$ cat src/rtl/ee_rc_node_solver.sv
// Forward-Euler solver for a single RC node driven by a Thevenin source,
// a grounded resistor and a grounded capacitor, with a settling detector.
module ee_rc_node_solver #(
    parameter int unsigned       VW         = 24,
    parameter int unsigned       FRAC       = 16,
    parameter int unsigned       KW         = 16,
    parameter logic signed [VW-1:0] V_INIT  = '0,
    parameter int unsigned       SETTLE_TOL = 16,
    parameter int unsigned       SETTLE_CNT = 8
) (
    input  logic                 clk,
    input  logic                 rst_n,
    input  logic                 en,
    input  logic                 init_load,
    input  logic signed [VW-1:0] init_v,
    input  logic signed [VW-1:0] vs,
    input  logic        [KW-1:0] ks,
    input  logic        [KW-1:0] kg,
    output logic signed [VW-1:0] v_node,
    output logic signed [VW+1:0] dv,
    output logic                 settled
);

    localparam int unsigned DW = VW + 2;
    localparam int unsigned SW = VW + 3;
    localparam int unsigned PW = VW + KW + 2;
    localparam int unsigned CW = $clog2(SETTLE_CNT + 1);

    localparam logic signed [SW-1:0] SAT_MAX = {{4{1'b0}}, {(VW-1){1'b1}}};
    localparam logic signed [SW-1:0] SAT_MIN = {{4{1'b1}}, {(VW-1){1'b0}}};
    localparam logic signed [DW-1:0] TOL_P   = DW'(SETTLE_TOL);
    localparam logic signed [DW-1:0] TOL_N   = -TOL_P;
    localparam logic        [CW-1:0] CNT_MAX = CW'(SETTLE_CNT);

    // Voltage words must keep at least a sign bit above the binary point.
    if (FRAC >= VW) begin : g_bad_frac
        $error("FRAC must be smaller than VW");
    end

    logic signed [VW-1:0] v_q, v_d;
    logic signed [DW-1:0] dv_q, dv_d;
    logic        [CW-1:0] cnt_q, cnt_d;
    logic                 settled_q, settled_d;

    logic signed [VW:0]   diff;
    logic signed [KW:0]   ks_s, kg_s;
    logic signed [DW-1:0] t1, t2, step;
    logic signed [SW-1:0] sum;

    // Coupling terms; the wide product is floor-shifted back into volts.
    always_comb begin
        diff = (VW+1)'(vs) - (VW+1)'(v_q);
        ks_s = {1'b0, ks};
        kg_s = {1'b0, kg};
        t1   = DW'((PW'(diff) * PW'(ks_s)) >>> KW);
        t2   = DW'((PW'(v_q) * PW'(kg_s)) >>> KW);
        step = t1 - t2;
        sum  = SW'(v_q) + SW'(step);
    end

    // Next-state: init_load beats en; disabled cycles hold everything.
    always_comb begin
        v_d       = v_q;
        dv_d      = dv_q;
        cnt_d     = cnt_q;
        settled_d = settled_q;
        if (init_load) begin
            v_d       = init_v;
            dv_d      = '0;
            cnt_d     = '0;
            settled_d = 1'b0;
        end else if (en) begin
            dv_d = step;
            if (sum > SAT_MAX) begin
                v_d = VW'(SAT_MAX);
            end else if (sum < SAT_MIN) begin
                v_d = VW'(SAT_MIN);
            end else begin
                v_d = VW'(sum);
            end
            if (step <= TOL_P && step >= TOL_N) begin
                cnt_d = (cnt_q == CNT_MAX) ? cnt_q : cnt_q + CW'(1);
            end else begin
                cnt_d = '0;
            end
            settled_d = (cnt_d == CNT_MAX);
        end
    end

    always_ff @(posedge clk or negedge rst_n) begin
        if (!rst_n) begin
            v_q       <= V_INIT;
            dv_q      <= '0;
            cnt_q     <= '0;
            settled_q <= 1'b0;
        end else begin
            v_q       <= v_d;
            dv_q      <= dv_d;
            cnt_q     <= cnt_d;
            settled_q <= settled_d;
        end
    end

    assign v_node  = v_q;
    assign dv      = dv_q;
    assign settled = settled_q;

endmodule

$ cat config.mk
export PLATFORM = sky130hd
export DESIGN_NAME = ee_rc_node_solver
export DESIGN_NICKNAME = d
export VERILOG_FILES = /design/src/rtl/ee_rc_node_solver.sv
export SDC_FILE = /design/constraint.sdc
export NUM_CORES = 2
export LEC_CHECK = 0
export ABC_AREA = 1
export CORE_UTILIZATION = 26
export DETAILED_ROUTE_END_ITERATION = 8
export PLACE_DENSITY = 0.39
export RECOVER_POWER = 100
export SYNTH_ARGS = -nofsm -noshare
export SYNTH_HDL_FRONTEND = slang
export SYNTH_SLANG_ARGS = --single-unit
$ cat constraint.sdc
create_clock -name clk -period 24.7 [get_ports clk]
set_input_delay 2.47 -clock clk [delete_from_list [all_inputs] [get_ports clk]]
set_output_delay 2.47 -clock clk [all_outputs]
set_load 0.02 [all_outputs]
# Yosys cells after proc, flatten, opt, wreduce, memory -nomap -nowiden
# Index checks and enable logic that the tools add are counted.
[totals]
output_inout_bits = 51
wordCells = 32
reg_bits = 55
[classes]
n_eq_ne = 2
n_reduce_logical = 2
n_mul = 2
muxes = 14
addsub = 4
order_cmp = 4
[ops]
columns = ["operator", "count"]
rows = [
  ["$mux W24", 4],
  ["$mux W26", 2],
  ["$mul A25 B17 Y42", 1],
  ["$mul A24 B17 Y41", 1],
  ["$add A24 B26 Y27", 1],
  ["$gt A27 B24 Y1 const B", 1],
  ["$lt A27 B24 Y1 const B", 1],
  ["$ge A26 B5 Y1 const B", 1],
  ["$le A26 B6 Y1 const B", 1],
  ["$sub A26 B25 Y26", 1],
  ["$sub A24 B24 Y25", 1],
  ["$mux W4", 6],
  ["$eq A4 B4 Y1 const B", 2],
  ["$add A4 B1 Y4 const B", 1],
  ["$mux W1", 2],
  ["$reduce_bool A2 Y1", 1],
  ["$logic_and A1 B1 Y1", 1],
]

# Logic depth before layout (Yosys ltp)
[logic_depth]
depth_word = 11
depth_mapped = 66
ltp_nobuf = 62

# Least setup slack after synthesis
# OpenSTA, ideal clock, no wires.
[synth_timing]
path_kind = "input to register"
from = "in vs[3]"
to = "reg v_q[21] (netlist: v_node[21])"
slack_ns = 12.735
t_arrival_ns = 11.849
t_required_ns = 24.583
cell_stages = 55
setup_ns = 0.117
cell_sequence = "ha_1 -> a21oi_1 -> o21ai_1 -> nand2_1 -> o211ai_1 -> a31oi_1 -> o21ai_1 -> a21boi_1 -> or2_2 -> nand2_1 -> inv_1 -> buf_2 -> nand2_1 -> fa_1 -> fa_1 -> fa_1 -> fa_1 -> fa_1 -> [19 not listed] -> nand2_1 -> nand2_1 -> nor2_1 -> nor2_1 -> inv_1 -> ha_1 -> nand2_1 -> inv_1 -> nand2_1 -> or2_2 -> o21ai_2 -> xnor2_1 -> nand3_1 -> a21oi_2 -> buf_4 -> nand2_1 -> nand2_1 -> nand2_1"
[synth_via]
elab_chain_cells = 9
word_cells_on_any_way = 10
cone_classes = "add/sub: 3; mul: 1; order compare: 2; mux: 4"
[synth_lines]
columns = ["element", "line_no", "source"]
rows = [
  ["start: declaration", "16", "input logic signed [VW-1:0] vs,"],
  ["$sub A24 B24 Y25 *", "52", "diff = (VW+1)'(vs) - (VW+1)'(v_q);"],
  ["$mul A25 B17 Y42 *", "55", "t1 = DW'((PW'(diff) * PW'(ks_s)) >>> KW);"],
  ["$sub A26 B25 Y26 *", "57", "step = t1 - t2;"],
  ["$add A24 B26 Y27 *", "58", "sum = SW'(v_q) + SW'(step);"],
  ["$lt A27 B24 Y1", "76", "end else if (sum < SAT_MIN) begin"],
  ["$mux W24", "76", ""],
  ["$mux W24 *", "74", "if (sum > SAT_MAX) begin"],
  ["$mux W24 *", "72", "end else if (en) begin"],
  ["$mux W24 *", "67", "if (init_load) begin"],
  ["end signal: assignment", "97", "v_q <= v_d;"],
  ["end: declaration", "40", "logic signed [VW-1:0] v_q, v_d;"],
]
# Every way passes the cells marked *; elsewhere a longest branch is shown, timed or not. The select of a mux whose other input is x is not followed.
# A chain may end at the register's enable or synchronous reset.

# Worst setup path after layout
[layout_timing]
from = "in vs[2]"
to = "reg v_q[4] (netlist: v_node[4])"
# The elaborated chain is that of the path after synthesis.

==> out/qor.yml <==
cts_hold_buf: 0
ios: 135
cp_num_buf_inv: 9
min_period_ns: 15.61
syn_nets: 5806
fin_nets: 5874
stdcell_count: 6512
slew_headroom_pct: -125
yosys.area.top_type: "fa_1"
area_growth_pct: 10.1
hold_viol_final: 0
synth_area_um2: 35300
maxCapViolCount: 16
violations: "max-capacitance violations, max-slew violations"
tritoncts: "yes"
path_class: "input pin to register"
avgRoutedWirePerCell_um: 19.5
final.period_utilization_pct: 63.2
tns_ns: 0
portBuffers: 134
core_area_um2: 134000
grt_pass1_vias: 30700
report.final.setup_viol: 0
synth_area_leaders: "fa_1, inv_1, nand2_1, ha_1, dfrtp_1"
cts_sinks: 55
grt_max_degree: 81
dieArea_um2: 137000
utilization_pct: 29.0
drt_iter0_drc: 1815
avgViaCountPerCell: 4.42
syn_area_per_cell_um2: 7.55
synth_cells: 4674
die_height_um: 370
synth-seq-cells: 55
crit_path_frequent_cell: "nand2_1"
hold_path_class: "register to register"
drc_errors: 0
arrival_ns: 15.86
rows: 134
synth.mux.area_fraction_pct: 0
synth_top_area_share_pct: 43.5
synth_compound_area_share_pct: 5.39
ctsLongestPathBuffers: 2
final_layout_size_suffix_gt1_share_pct: 2.66
grt_antenna_before_repair: 3
synth_top_family_by_area: "adder cells"
rsz0062_at_grt: "no"
cp_max_fo: 23
h-tree-depth: 2
synth_flop_cell: "dfrtp_1"
cp_slowest_stage_delay_ns: 1.06
synth_xor_area_share_pct: 2.43
worstSkewPairLatency_ns: 0.32
synthArstFlopShare_pct: 100
vias: 28800
synth.most_common_cell: "inv_1"
post_cts_buffers: 0
grt_pass1_wl_um: 196000
first_pass_iters: 5
synth.distinct_cells: 61
synthTopCellsByCount: "inv_1, nand2_1, fa_1"
dp_cells: 6503
start_kind: "input pin"
n_fill_cell: 14800
overflow: 0
required_ns: 24.95
cts_inserted_buffers: 5
clkSlewWorstSetupHoldPaths_ns: 0.07
wl_um: 127000
hpwl_um: 106000
gp_congestion: 0.855
yosysWarnings: 0
final_antenna_net_count: 0
max_freq_mhz: 64.0
path_delay_family: "adder cells"
seq_area_frac_synth_pct: 3.90
grt_usage_pct: 19.0
critPathCaptureType: "register"
start_util_pct: 26.3
synth-simple-area-share_pct: 19.7
synth_adder_area_share_pct: 53.5
tightest_slew_ns: 3.37
slowest_stage: "xor2_1"
outcome: "finished, violations left"
root_buffer: "clkbuf_16"
synth_edf_count: 0
slew_violations: 338
fin_skew_ns: 0.0102
post_cts_resized: 0
die_w_um: 370
[final cells by class]
cell class / count / area, um2 / share of cell area [%]
Multi-Input combinational cell: 3210 / 28600 / 73.5
Inverter: 1266 / 4760 / 12.2
Tap cell: 1768 / 2210 / 5.69
Timing Repair Buffer: 204 / 1800 / 4.64
Sequential cell: 55 / 1380 / 3.54
Clock buffer: 6 / 139 / 0.357
Clock inverter: 2 / 16.3 / 0.0418
Antenna cell: 1 / 2.50 / 0.00644
[kinds of logic (layout without fill, tap and decap cells)]
logic type                 after synthesis  after routing
and+or+nand+nor                       1729           1729
buffers and inverters                 1409           1478
adders and majority gates             1048           1048
AOI/OAI and AO/OA                      338            338
xor gates and xnor gates                95             95
DFF                                     55             55
other                                    0              1
[metal layers]
layer,part of all wire (%),track usage [%],wire [um],vias to the layer above
li1,-,-,-,13700
met1,48,27.7,60400,14400
met2,46,30.8,58000,638
met3,5.3,2.31,6740,55
met4,1.2,2.08,1480,2
met5,0.0055,0,7,-
[sequential cells by signal, summed over array words and instances, names as in the netlist]
register	count
settled	1
v_node	24
dv	26
cnt_q	4
[worst register-to-register path, delay by kind of cell, from the launching register on]
family	cells	cell delay, ns
adders and majority gates	10	4.23
and+or+nand+nor	25	3.38
AOI/OAI and AO/OA	7	2.55
buffers and inverters	10	2.29
xor gates and xnor gates	3	1.73
DFF	1	0.47
[cells in the final DEF (no fill, tap or decap), drive strengths merged, types with 4 or more instances in the layout]
master,synthesis,routed
nand2,1166,1166
clkdlybuf4s50,0,98
clkbuf,122,24
o211ai,5,5
o21bai,7,7
nand4,23,23
a31oi,14,14
o21ai,105,105
a21boi,5,5
nand3,106,106
or2,37,37
xor2,50,50
nand3b,4,4
dlygate4sd3,1,35
clkinv,8,9
nor3,25,25
nor4,7,7
dfrtp,55,55
nor2,357,357
a21o,16,16
buf,19,53
inv,1258,1258
a21oi,161,161
fa,767,767
ha,281,281
xnor2,45,45
o21a,7,7
[per-stage QoR]
step | setup slack (ns) | hold WS, ns | area [um2]
2_1_floorplan | 12.73 | 0.475 | 35300
3_3_place_gp | 9.41 | 0.474 | 38800
3_5_place_dp | 10.37 | 0.476 | 38800
4_1_cts | 10.65 | 0.501 | 39000
5_1_grt | 7.85 | 0.521 | 38900
6_report | 9.09 | 0.485 | 38900
[final timing paths]
| kind | startpoint | slack [ns] | to | depth (start not counted) |
|---|---|---|---|---|
| worst max register to register | v_node[1] | 10.00 | v_node[4] | 55 |
| worst min-delay path | settled | 0.48 | settled | 2 |
| worst min register to register | settled | 0.48 | settled | 2 |
| min in group asynchronous | rst_n | 3.37 | v_node[11] | 2 |
| worst max-delay path | vs[2] | 9.09 | v_node[4] | 54 |
| max in group asynchronous | rst_n | 19.42 | dv[2] | 2 |
Power is not shown: default switching activity piles up to over one toggle a cycle in this logic, so the estimate is an artifact.
